===== src/rtl/vec_mem_sequencer.sv =====
// Vector memory-access sequencer: expands one vector load/store request into
// LANES single-word memory accesses, highest lane first, feeding the load collector.
module vec_mem_sequencer #(
    parameter int DATA_W = 16,
    parameter int LANES  = 16,
    parameter int ADDR_W = 16
) (
    input  logic                    clk,
    input  logic                    rst,
    input  logic                    start,
    input  logic                    is_store,
    input  logic [ADDR_W-1:0]       base_addr,
    input  logic [4:0]              RD_in,
    input  logic [LANES*DATA_W-1:0] store_data,
    output logic                    busy,
    output logic                    done,
    output logic [ADDR_W-1:0]       mem_addr,
    output logic                    mem_we,
    output logic [DATA_W-1:0]       mem_wdata,
    output logic                    enable_read,
    output logic [4:0]              RD_out
);

    localparam int IDX_W = $clog2(LANES);
    localparam logic [IDX_W-1:0] LAST = IDX_W'(LANES - 1);

    typedef enum logic [2:0] {IDLE, LOAD, DRAIN, REARM, STORE, DONE} state_t;

    state_t                  state;
    logic [IDX_W-1:0]        idx;
    logic [IDX_W-1:0]        idx_dec;
    logic [ADDR_W-1:0]       base_q;
    logic [LANES*DATA_W-1:0] data_q;
    logic                    accept;

    assign accept  = (state == IDLE) && start;
    assign idx_dec = idx - 1'b1;

    // NOTE: the request payload is not reset; it is only read after an accept
    // has loaded it, so a reset term would just add fanout on a wide register.
    always_ff @(posedge clk) begin
        if (accept) begin
            base_q <= base_addr;
            data_q <= store_data;
        end
    end

    // NOTE: all state and outputs use non-blocking assignments so every output
    // is a flop and reads of state within this block see the pre-edge values.
    always_ff @(posedge clk or negedge rst) begin
        if (!rst) begin
            state       <= IDLE;
            idx         <= LAST;
            busy        <= 1'b0;
            done        <= 1'b0;
            mem_addr    <= '0;
            mem_we      <= 1'b0;
            mem_wdata   <= '0;
            enable_read <= 1'b0;
            RD_out      <= '0;
        end else begin
            done <= 1'b0;
            case (state)
                IDLE: begin
                    if (start) begin
                        busy     <= 1'b1;
                        RD_out   <= RD_in;
                        idx      <= LAST;
                        mem_addr <= base_addr + ADDR_W'(LAST);
                        if (is_store) begin
                            state     <= STORE;
                            mem_we    <= 1'b1;
                            mem_wdata <= store_data[LAST*DATA_W +: DATA_W];
                        end else begin
                            state <= LOAD;
                        end
                    end
                end
                LOAD: begin
                    // Read data trails the address by one cycle.
                    enable_read <= 1'b1;
                    if (idx == '0) begin
                        state <= DRAIN;
                    end else begin
                        idx      <= idx_dec;
                        mem_addr <= base_q + ADDR_W'(idx_dec);
                    end
                end
                DRAIN: state <= REARM;
                REARM: begin
                    // The extra strobe during REARM wraps the collector's word counter.
                    state       <= DONE;
                    enable_read <= 1'b0;
                    busy        <= 1'b0;
                    done        <= 1'b1;
                end
                STORE: begin
                    if (idx == '0) begin
                        state  <= DONE;
                        mem_we <= 1'b0;
                        busy   <= 1'b0;
                        done   <= 1'b1;
                    end else begin
                        idx       <= idx_dec;
                        mem_addr  <= base_q + ADDR_W'(idx_dec);
                        mem_wdata <= data_q[idx_dec*DATA_W +: DATA_W];
                    end
                end
                DONE:    state <= IDLE;
                default: state <= IDLE;
            endcase
        end
    end

endmodule


===== config.mk =====
export PLATFORM = sky130hd
export DESIGN_NAME = vec_mem_sequencer
export DESIGN_NICKNAME = d
export VERILOG_FILES = /design/src/rtl/vec_mem_sequencer.sv
export SDC_FILE = /design/constraint.sdc
export NUM_CORES = 1
export LEC_CHECK = 0
export ABC_AREA = 0
export CAP_MARGIN = 20
export CORE_MARGIN = 4
export CORE_UTILIZATION = 50
export CTS_CLUSTER_SIZE = 20
export DETAILED_ROUTE_END_ITERATION = 8
export PLACE_DENSITY = 0.87
export SLEW_MARGIN = 20
export SYNTH_ARGS = -nofsm -noshare
export SYNTH_HDL_FRONTEND = slang
export SYNTH_SLANG_ARGS = --single-unit

===== constraint.sdc =====
create_clock -name clk -period 5.7 [get_ports clk]
set_input_delay 1.14 -clock clk [delete_from_list [all_inputs] [get_ports clk]]
set_output_delay 1.14 -clock clk [all_outputs]
set_load 0.02 [all_outputs]

==> run_results.csv <==
group,metric,value,unit
logic_synthesis,post_synth_num_cell_types,75,
layout,finalInstanceArea,0.0177,mm²
sta,finalHoldViolCount,0,
logic_synthesis,synth_ff_type,"edfxtp_1",
logic_synthesis,post_synth.cell_area_avg,17.5,µm²
layout,final_nets,1371,
clock_tree,clockRootBuffer,"clkbuf_16",
clock_tree,cts.repair.resized,0,
grt,grt_overflow_total,0,
routing,drt_iter0_drc,826,
routing,drcViolationCount,0,
flow_run,drv_cap,0,
logic_synthesis,synth.cell_area,0.0132,mm²
clock_tree,cts.repair_timing.setup_buffer_count,0,
routing,highest_layer,"met5",
placement,place_area,0.0167,mm²
layout,finish.cell_count_without_fillers,1449,
pwr,pwr_density_cell,483,mW/mm²
pwr,p_sw,2.87,mW
pwr,power.ir.vdd_worst,0.312,mV
die,initial_core_util,50.8,%
die,die_area,0.0291,mm²
grt,track_usage,23.1,%
sta,tightest_slew,0.987,ns
logic_synthesis,synth_fp_nets,1047,
worst_setup_path,cp-start-kind,"flop",
sta,timing.final.setup_violations,0,
logic_synthesis,synth_top_family_by_area,"multiplexers",
clock_tree,max-clock-path-buffers,3,
logic_synthesis,synth_warnings,0,
sta,timing.slew.headroom,34.2,%
logic_synthesis,post_synth_fa_ha_maj_area_fraction,0.813,%
logic_synthesis,ys_async_sr_fraction,15.0,%
worst_setup_path,path_max_fanout,33,
pwr,p_seq_share,40.2,%
routing,met2RoutedLength,18300,µm
clock_tree,tritoncts_buffers,31,
logic_synthesis,synth-seq-cells,320,
placement,dp_hpwl,24100,µm
grt,antenna_found_initial,8,
sta,report.final.slew_viol_count,0,
pwr,p_int,5.67,mW
worst_setup_path,crit_path_kind,"reg2reg",
logic_synthesis,synthSimpleGateAreaFrac,7.38,%
routing,wl_per_cell,23.7,µm
die,core_region_area,0.0261,mm²
clock_tree,cts_hold_buf,0,
routing,drt-vias-per-instance,5.71,
routing,routed-wl-met3,2610,µm
layout,area.growth.synth_to_final,33.5,%
worst_setup_path,crit_path_top_delay_cell,"dfstp_4",
routing,routed_wire_length,34300,µm
routing,met1Wirelength,12400,µm
sta,holdWs,0.481,ns
clock_tree,worstSkewPairLatency,0.55,ns
die,die_w,171,µm
grt,grt_max_degree,129,
pwr,leakage,6.11,nW
sta,finalWorstPathRequiredPeriod,4.44,ns
routing,antenna_left,0,
clock_tree,number_of_levels_in_the_clock_h_tree,1,
placement,routabilityCongestion,0.878,
logic_synthesis,yosysSeqAreaShare,70.9,%
clock_tree,clock_transition_at_the_registers_of_the_reported_paths,0.06,ns
logic_synthesis,synth_compound_gate_area_share,5.91,%
routing,routed-via-count,8278,
pwr,pwr-share-comb,37.5,%
worst_setup_path,nature_of_the_critical_path_endpoint,"flop",
worst_setup_path,crit_chain,"inv_1, ha_4, xnor2_4, clkinv_1, ha_1, nand2b_1, a21o_1, o311ai_0, o211ai_1, mux2_2",
pwr,power.total,8.54,mW
sta,finalClockSkew,0.0198,ns
logic_synthesis,share_of_the_synthesized_netlist_area_taken_by_xor_and_xnor_gates,1.71,%
die,fp-row-count,59,
die,ioPinCount,322,
pwr,pwr-share-clk,22.4,%
sta,fin_setup_tns,0,ns
grt,first_global_vias,8769,
sta,finalCritPeriodShare,77.8,%
sta,rsz0062_at_grt,"no",
die,die-height,171,µm
routing,drt_first_pass_iters,6,
min_path,min-delay-path-class,"reg2reg",
logic_synthesis,syn-instance-count,758,
logic_synthesis,synth_edf_count,272,
clock_tree,tritoncts,"yes",
placement,post-place-cells,1384,
worst_setup_path,timing.critical_path.required,6.13,ns
sta,achievable-frequency,0.225,GHz
pwr,switching_share,33.6,%
layout,final_layout_size_suffix_gt1_share,13.5,%
worst_setup_path,timing.critical_path.arrival,4.87,ns
outcome,run_status,"complete, no violations",
worst_setup_path,crit_path_max_incr_delay,0.99,ns
placement,placement.io_buffers,321,
logic_synthesis,muxShareOfSynthArea,11.1,%
grt,grt_first_pass_wirelength,50900,µm
clock_tree,cts.sink_count,320,
-- flip-flops by register name, indices dropped and copies added, names as in the netlist, 3 cells and up --
| register | flops |
|---|---|
| mem_addr | 16 |
| base_q | 16 |
| idx | 4 |
| data_q | 256 |
| RD_out | 5 |
| state | 3 |
| mem_wdata | 16 |
-- cell families after synthesis --
family	Yosys count
buffers and inverters	52
DFF	320
muxes	66
adders and majority gates	8
and+or+nand+nor	189
xor gates and xnor gates	22
AOI/OAI and AO/OA	101
-- final cells by class --
type	count	area [µm²]
Antenna cell	7	17.5
Clock buffer	44	835
Clock inverter	14	115
Fill cell	1710	8390
Inverter	15	63.8
Multi-Input combinational cell	386	3570
Sequential cell	320	9380
Tap cell	335	419
Timing Repair Buffer	328	3270
-- worst max-delay path: cells and delay by family, from the launching register on --
| family | cells | cell delay, ns |
|---|---|---|
| simple gates | 1 | 0.12 |
| fa+ha+maj | 2 | 0.83 |
| compound gates | 3 | 0.75 |
| flops | 1 | 0.99 |
| mux | 1 | 0.30 |
| xor+xnor | 1 | 0.44 |
| buf+inv | 2 | 0.87 |
-- layer usage --
metal,track usage [%],up-vias
met5,0,-
met3,5.08,67
li1,-,3664
met1,28.0,4152
met2,41.4,393
met4,7.50,2
-- through the flow --
step                      utilization (%)  setup WS [ns]
after floorplan                         -          0.165
after global placement               64.1           1.28
after detailed placement             64.1           1.17
after CTS                            67.7           1.16
after global routing                 67.8          0.772
final                                67.8           1.26
-- cell usage after synthesis, types with 3 or more instances --
cell / n / area, µm²
a211oi_1: 6 / 45.0
a21oi_1: 13 / 65.1
a21oi_2: 3 / 26.3
a22oi_1: 16 / 120
and2b_1: 7 / 52.6
buf_2: 19 / 95.1
buf_4: 6 / 45.0
buf_6: 8 / 90.1
dfrtp_1: 44 / 1100
dfstp_2: 4 / 105
edfxtp_1: 272 / 8170
ha_1: 7 / 87.6
inv_1: 13 / 48.8
mux4_2: 64 / 1440
nand2_1: 86 / 323
nand2b_1: 7 / 43.8
nand3_1: 22 / 110
nand4_1: 6 / 37.5
nor2_1: 19 / 71.3
nor2b_1: 9 / 56.3
nor3_1: 8 / 40.0
nor4_1: 5 / 31.3
o21ai_0: 15 / 75.1
o221ai_1: 16 / 140
xnor2_1: 7 / 61.3
xor2_1: 12 / 105
-- power groups by stage --
stage	Sequential [mW]	Combinational [mW]	Clock, mW
4_1_cts	3.43	3.25	1.94
3_3_place_gp	3.44	3.19	0
3_5_place_dp	3.47	3.23	0
6_report	3.43	3.20	1.91
2_1_floorplan	3.52	2.08	0
5_1_grt	3.48	3.45	2.05
-- cells in the final DEF (no fill, tap or decap), types with 8 or more instances in the layout --
| cell type | synthesis | routed |
|---|---|---|
| clkdlybuf4s50_1 | 0 | 320 |
| edfxtp_1 | 272 | 272 |
| nand2_1 | 86 | 86 |
| mux4_2 | 64 | 64 |
| dfrtp_1 | 44 | 44 |
| clkbuf_16 | 0 | 31 |
| nand3_1 | 22 | 22 |
| nor2_1 | 19 | 19 |
| o221ai_1 | 16 | 16 |
| a22oi_1 | 16 | 16 |
| o21ai_0 | 15 | 15 |
| a21oi_1 | 13 | 13 |
| inv_1 | 13 | 12 |
| xor2_1 | 12 | 12 |
| clkbuf_1 | 2 | 12 |
| nor2b_1 | 9 | 9 |
| nor3_1 | 8 | 8 |
-- final timing paths --
kind	start	end	slack [ns]	depth (start not counted)
max	idx[0]$_DFFE_PN1P_	mem_addr[10]$_DFFE_PN0P_	1.26	10
min	RD_out[4]$_DFFE_PN0P_	RD_out[4]$_DFFE_PN0P_	0.48	2
max reg2reg	idx[0]$_DFFE_PN1P_	mem_addr[10]$_DFFE_PN0P_	1.26	10
min reg2reg	RD_out[4]$_DFFE_PN0P_	RD_out[4]$_DFFE_PN0P_	0.48	2
max in group asynchronous	rst	mem_addr[12]$_DFFE_PN0P_	4.52	2
min in group asynchronous	rst	RD_out[1]$_DFFE_PN0P_	0.71	2
Note: power is estimated with default switching activity, not from simulation.
